===== src/rtl/ysyx_23060025_axi_arbiter.sv =====
`timescale 1ns/1ps
// ysyx_23060025_axi_arbiter
//
// Shares one AXI master port between the instruction fetch unit (read only)
// and the load/store unit (read and write). Only one transaction is in flight
// at a time. IFU and LSU are granted round-robin. A registered watchdog raises
// a sticky flag when a granted transaction stays open too long.
//
// Ports:
//   clk, rstn                  clock and synchronous active-low reset
//   ifu_ar*/ifu_r*             IFU read address / read data channels
//   lsu_ar*/lsu_r*             LSU read address / read data channels
//   lsu_aw*/lsu_w*/lsu_b*      LSU write address / data / response channels
//   s_ar*/s_r*                 downstream slave read channels
//   s_aw*/s_w*/s_b*            downstream slave write channels
//   timeout_o                  sticky watchdog flag, cleared only by reset
module ysyx_23060025_axi_arbiter #(
    parameter int ADDR_LEN    = 32,
    parameter int DATA_LEN    = 32,
    parameter int TIMEOUT_CYC = 1024
) (
    input  logic                    clk,
    input  logic                    rstn,
    // IFU read
    input  logic [ADDR_LEN-1:0]     ifu_araddr_i,
    input  logic                    ifu_arvalid_i,
    output logic                    ifu_arready_o,
    output logic [DATA_LEN-1:0]     ifu_rdata_o,
    output logic [1:0]              ifu_rresp_o,
    output logic                    ifu_rvalid_o,
    input  logic                    ifu_rready_i,
    // LSU read
    input  logic [ADDR_LEN-1:0]     lsu_araddr_i,
    input  logic                    lsu_arvalid_i,
    output logic                    lsu_arready_o,
    output logic [DATA_LEN-1:0]     lsu_rdata_o,
    output logic [1:0]              lsu_rresp_o,
    output logic                    lsu_rvalid_o,
    input  logic                    lsu_rready_i,
    // LSU write
    input  logic [ADDR_LEN-1:0]     lsu_awaddr_i,
    input  logic                    lsu_awvalid_i,
    output logic                    lsu_awready_o,
    input  logic [DATA_LEN-1:0]     lsu_wdata_i,
    input  logic [DATA_LEN/8-1:0]   lsu_wstrb_i,
    input  logic                    lsu_wvalid_i,
    output logic                    lsu_wready_o,
    output logic [1:0]              lsu_bresp_o,
    output logic                    lsu_bvalid_o,
    input  logic                    lsu_bready_i,
    // Slave read
    output logic [ADDR_LEN-1:0]     s_araddr_o,
    output logic                    s_arvalid_o,
    input  logic                    s_arready_i,
    input  logic [DATA_LEN-1:0]     s_rdata_i,
    input  logic [1:0]              s_rresp_i,
    input  logic                    s_rvalid_i,
    output logic                    s_rready_o,
    input  logic                    s_rlast_i,
    // Slave write
    output logic [ADDR_LEN-1:0]     s_awaddr_o,
    output logic                    s_awvalid_o,
    input  logic                    s_awready_i,
    output logic [DATA_LEN-1:0]     s_wdata_o,
    output logic [DATA_LEN/8-1:0]   s_wstrb_o,
    output logic                    s_wvalid_o,
    input  logic                    s_wready_i,
    input  logic [1:0]              s_bresp_i,
    input  logic                    s_bvalid_i,
    output logic                    s_bready_o,
    // Watchdog
    output logic                    timeout_o
);

    typedef enum logic [1:0] {
        IDLE   = 2'd0,
        RD_IFU = 2'd1,
        RD_LSU = 2'd2,
        WR_LSU = 2'd3
    } state_t;

    localparam int CNT_W = $clog2(TIMEOUT_CYC + 1);
    localparam logic [CNT_W-1:0] WD_MAX = CNT_W'(TIMEOUT_CYC);

    state_t           state, state_next;
    logic             rr_ptr, rr_ptr_next;
    logic             aw_done, w_done;
    logic [CNT_W-1:0] wd_cnt, wd_cnt_next;
    logic             ifu_req, lsu_req, grant_ifu;

    assign ifu_req   = ifu_arvalid_i;
    assign lsu_req   = lsu_arvalid_i | lsu_awvalid_i;
    // rr_ptr=0 prefers the IFU when both masters are asking.
    assign grant_ifu = ifu_req & (~lsu_req | ~rr_ptr);

    // Watchdog counts granted cycles and saturates so it can never wrap back
    // below the threshold.
    always_comb begin
        wd_cnt_next = wd_cnt;
        if (state == IDLE) begin
            wd_cnt_next = '0;
        end else if (wd_cnt != WD_MAX) begin
            wd_cnt_next = wd_cnt + 1'b1;
        end
    end

    always_ff @(posedge clk) begin
        if (!rstn) begin
            state     <= IDLE;
            rr_ptr    <= 1'b0;
            aw_done   <= 1'b0;
            w_done    <= 1'b0;
            wd_cnt    <= '0;
            timeout_o <= 1'b0;
        end else begin
            state  <= state_next;
            rr_ptr <= rr_ptr_next;
            wd_cnt <= wd_cnt_next;
            if (wd_cnt_next == WD_MAX) begin
                timeout_o <= 1'b1;
            end
            // AW/W completion flags live only for the duration of one write.
            if (state == WR_LSU && !(s_bvalid_i && lsu_bready_i)) begin
                if (s_awvalid_o && s_awready_i) aw_done <= 1'b1;
                if (s_wvalid_o && s_wready_i)   w_done  <= 1'b1;
            end else begin
                aw_done <= 1'b0;
                w_done  <= 1'b0;
            end
        end
    end

    // Next state and all channel muxing. Everything is zero unless the
    // current (registered) state grants that path, so a master valid can
    // never reach the slave in the same cycle it is raised.
    always_comb begin
        state_next    = state;
        rr_ptr_next   = rr_ptr;
        ifu_arready_o = 1'b0;
        ifu_rdata_o   = '0;
        ifu_rresp_o   = 2'b00;
        ifu_rvalid_o  = 1'b0;
        lsu_arready_o = 1'b0;
        lsu_rdata_o   = '0;
        lsu_rresp_o   = 2'b00;
        lsu_rvalid_o  = 1'b0;
        lsu_awready_o = 1'b0;
        lsu_wready_o  = 1'b0;
        lsu_bresp_o   = 2'b00;
        lsu_bvalid_o  = 1'b0;
        s_araddr_o    = '0;
        s_arvalid_o   = 1'b0;
        s_rready_o    = 1'b0;
        s_awaddr_o    = '0;
        s_awvalid_o   = 1'b0;
        s_wdata_o     = '0;
        s_wstrb_o     = '0;
        s_wvalid_o    = 1'b0;
        s_bready_o    = 1'b0;
        case (state)
            IDLE: begin
                if (ifu_req || lsu_req) begin
                    if (grant_ifu) begin
                        state_next  = RD_IFU;
                        rr_ptr_next = 1'b1;
                    end else begin
                        // Inside the LSU a pending write beats a pending read.
                        state_next  = lsu_awvalid_i ? WR_LSU : RD_LSU;
                        rr_ptr_next = 1'b0;
                    end
                end
            end
            RD_IFU: begin
                s_araddr_o    = ifu_araddr_i;
                s_arvalid_o   = ifu_arvalid_i;
                s_rready_o    = ifu_rready_i;
                ifu_arready_o = s_arready_i;
                ifu_rvalid_o  = s_rvalid_i;
                ifu_rdata_o   = s_rdata_i;
                ifu_rresp_o   = s_rresp_i;
                if (s_rvalid_i && ifu_rready_i && s_rlast_i) state_next = IDLE;
            end
            RD_LSU: begin
                s_araddr_o    = lsu_araddr_i;
                s_arvalid_o   = lsu_arvalid_i;
                s_rready_o    = lsu_rready_i;
                lsu_arready_o = s_arready_i;
                lsu_rvalid_o  = s_rvalid_i;
                lsu_rdata_o   = s_rdata_i;
                lsu_rresp_o   = s_rresp_i;
                if (s_rvalid_i && lsu_rready_i && s_rlast_i) state_next = IDLE;
            end
            WR_LSU: begin
                s_awaddr_o    = lsu_awaddr_i;
                s_awvalid_o   = lsu_awvalid_i & ~aw_done;
                lsu_awready_o = s_awready_i & ~aw_done;
                s_wdata_o     = lsu_wdata_i;
                s_wstrb_o     = lsu_wstrb_i;
                s_wvalid_o    = lsu_wvalid_i & ~w_done;
                lsu_wready_o  = s_wready_i & ~w_done;
                s_bready_o    = lsu_bready_i;
                lsu_bvalid_o  = s_bvalid_i;
                lsu_bresp_o   = s_bresp_i;
                if (s_bvalid_i && lsu_bready_i) state_next = IDLE;
            end
            default: state_next = IDLE;
        endcase
    end

endmodule


===== config.mk =====
export PLATFORM = sky130hd
export DESIGN_NAME = ysyx_23060025_axi_arbiter
export DESIGN_NICKNAME = d
export VERILOG_FILES = /design/src/rtl/ysyx_23060025_axi_arbiter.sv
export SDC_FILE = /design/constraint.sdc
export NUM_CORES = 1
export LEC_CHECK = 0
export CAP_MARGIN = 20
export CORE_AREA = 2 2 144 146
export CTS_CLUSTER_SIZE = 30
export DETAILED_ROUTE_END_ITERATION = 12
export DIE_AREA = 0 0 146 148
export SKIP_LAST_GASP = 1
export SLEW_MARGIN = 20
export SYNTH_ARGS = -nofsm -noshare
export SYNTH_HDL_FRONTEND = slang
export SYNTH_SLANG_ARGS = --single-unit
export TNS_END_PERCENT = 1

===== constraint.sdc =====
create_clock -name clk -period 1.6 [get_ports clk]
set_input_delay 0.16 -clock clk [delete_from_list [all_inputs] [get_ports clk]]
set_output_delay 0.16 -clock clk [all_outputs]
set_load 0.01 [all_outputs]

==> flow_metrics.tcl <==
set metrics [dict create \
    run_status "finished with violations" \
    violations "setup timing" \
    ant_nets 0 \
    p_per_area_nw_per_um2 953 \
    syn_area_sq_um 2540 \
    vias 4001 \
    cp-end-kind "primary output" \
    crit_fanout 16 \
    final_common_cell "clkdlybuf4s50_1" \
    synthSimpleGateAreaFrac 0.574 \
    worstPathArrival_ns 1.69 \
    yosysTopAreaCellShare 0.357 \
    clkSlewWorstSetupHoldPaths_ns 0.06 \
    via_per_inst 3.85 \
    synthTopCellsByArea "and2_1 36%, dfxtp_1 13%, a22oi_1 10%" \
    ys_warn_count 0 \
    clockBufferDepth 2 \
    most-common-layout-cells "200 x clkdlybuf4s50_1, 145 x and2_1, 84 x dlygate4sd2_1" \
    cts_tree "yes" \
    crit_family "buffers and inverters" \
    final.setup.tns_ns -33.08 \
    die_h_um 148 \
    startpoint_type "register" \
    start_util 0.127 \
    die_x_um 146 \
    hpwlAfterDp_mm 12.5 \
    track_usage 0.139 \
    grt_start_max_net_pins 31 \
    critPathBufInv 4 \
    tightest_slew_ns 0.389 \
    hold_depth 2 \
    antenna_found_initial 0 \
    finalHoldViolations 0 \
    max_freq_mhz 541 \
    ys_types 40 \
    cts_root_buf "clkbuf_16" \
    rsz0062_at_grt "true" \
    hold_end "w_done" \
    io_buffers 365 \
    synth_seq_area_share 0.134 \
    synth_edf_count 0 \
    max_cap_violations 0 \
    fin_skew_ns 0.00668 \
    gp_congestion 0.779 \
    vdd_drop_max_v 0.000906 \
    reg2reg_depth 9 \
    maxSlewHeadroom 0.739 \
    layout_setup_ws_ns -0.248 \
    crit_required_ns 1.44 \
    drt-initial-drc-count 130 \
    post-route-period-util 1.15 \
    synth_compound_area_frac 0.158 \
    antenna_cells 0 \
    power_uw 6840 \
    synth-adder-area-share 0.0295 \
    area_delta_synth_final_pct 182 \
    syn_nets 552 \
    syn_avg_cell_area_sq_um 7.00 \
    yosysTopAreaCell "and2_1" \
    nets 958 \
    r2r-end "state[0]" \
    dpl_cell_area_sq_um 6830 \
    ys_ff_latch 17 \
    cts_htree_levels 1 \
    ioPinCount 366 \
    total_leakage_power_uw 0.00323 \
    ctsHoldBuffers 0 \
    post_drt_wl_per_cell_um 15.3 \
    overflow 0 \
    grt_pass1_wl_mm 23.8 \
    core-area_sq_um 20000 \
    placementRows 52 \
    drv_slew 0 \
    firstDrtPassIters 4 \
    synth_xor_area_frac 0.0310 \
    critPathSlowestCell "dfxtp_4" \
    worstSetupPathType "register to primary output" \
    synthMuxAreaShare 0.0123 \
    async_flop_share 0 \
    synth_top_family_by_area "simple AND/OR/NAND/NOR gates" \
    place_ws_ns -0.305 \
    drive_gt1_frac 0.195 \
    synth_ff_type "dfxtp_1" \
    drcViolationCount 0 \
    period_needed_ns 1.85 \
    r2r_slack_ns -0.19 \
    fillers 2126 \
    design_area_sq_um 7170 \
    cts_buffers 3 \
    slowest_delay_ns 0.40 \
    min_path_type "register to register" \
    hp-start "w_done" \
    wirelength_mm 15.9 \
    worstSkewPairLatency_ns 0.26 \
    die_area_sq_um 21600 \
    netlist_instances 363 \
    reg2reg_from "state[1]" \
    cp_cell_sequence "inv_4 -> ha_4 -> buf_4 -> buf_12 -> a22oi_1 -> nor2b_1 -> dlygate4sd2_1" \
    cts_sinks 17 \
    grt_pass1_vias 4085 \
    setup_violations 174 \
]
[area by class of cell]
class                   count  area [sq um]  area share
inverters                   6          27.5     0.00384
clock inverters             1          5.00    0.000698
repair buffers            432          4160       0.580
multi-input cells         309          2220       0.310
well taps                 270           338      0.0471
clock buffers               3          75.1      0.0105
flip-flops and latches     17           350      0.0488
[worst reg2reg max path, stage by stage (launching register included)]
cell      delay (ns)
dfxtp_4         0.37
ha_4            0.19
buf_4           0.15
buf_4           0.13
a21boi_0        0.12
buf_4           0.15
a211oi_2        0.22
nand2_1         0.13
mux2i_1         0.16
nor2b_1         0.06
[how the worst max path moves through the flow]
stage | depth (start not counted) | slack, ns | start | end
floorplan | 8 | 0.02 | wd_cnt[0] | timeout_o
global placement | 6 | -0.30 | state[1] | s_araddr_o[27]
detailed placement | 6 | -0.31 | state[1] | s_araddr_o[5]
CTS | 4 | -0.25 | state[1] | s_awaddr_o[26]
global route | 7 | -0.33 | state[0] | s_araddr_o[10]
finish | 7 | -0.25 | state[1] | s_araddr_o[14]
[timing repair]
action | CTS | global route
endpoints found under the setup margin | 187 | 189
pin swaps | 3 | 0
gates cloned | 6 | 0
setup buffers | 15 | 0
resized for setup | 333 | 17
[layer usage]
| layer | part of all wire | global-route usage | wire length, um | up-vias |
|---|---|---|---|---|
| met2 | 0.52 | 0.253 | 8240 | 172 |
| met5 | 0 | 0 | 0 | - |
| met4 | 0.0060 | 0.0165 | 95 | 0 |
| li1 | - | - | - | 2010 |
| met3 | 0.073 | 0.0420 | 1150 | 6 |
| met1 | 0.40 | 0.167 | 6400 | 1813 |
[cells in the mapped netlist (3+ instances only)]
master	number
a21boi_0	3
nor2_1	15
inv_1	6
and3b_1	5
and2_1	145
a21oi_1	6
nor3_1	4
clkbuf_1	27
nor2b_1	36
a22oi_1	34
o21ai_0	3
ha_1	6
dfxtp_1	17
nand3_1	5
nand2_1	11
xnor2_1	7
[per-stage QoR]
stage          utilization  hold WS, ns  cells
4_1_cts              0.354        0.489   1038
3_5_place_dp         0.341        0.473   1013
6_report             0.358        0.477   1038
2_1_floorplan            -        0.288    363
3_3_place_gp         0.341        0.467   1013
5_1_grt              0.358        0.513   1038
[logic make-up (layout without fill, tap and decap cells)]
family / Yosys count / count (layout)
simple gates: 236 / 236
compound gates: 55 / 55
buf+inv: 37 / 442
flops: 17 / 17
xor+xnor: 9 / 9
fa+ha+maj: 6 / 6
mux: 3 / 3
[report_power, final]
part	internal, uW	switching [uW]
sequential	490	100
clock	336	190
combinational	3280	2440
[flip-flops by register name, summed over array words and instances (netlist names)]
register	flops
aw_done	1
rr_ptr	1
state	2
wd_cnt	11
timeout_o	1
w_done	1
(Power assumes the default switching activity.)
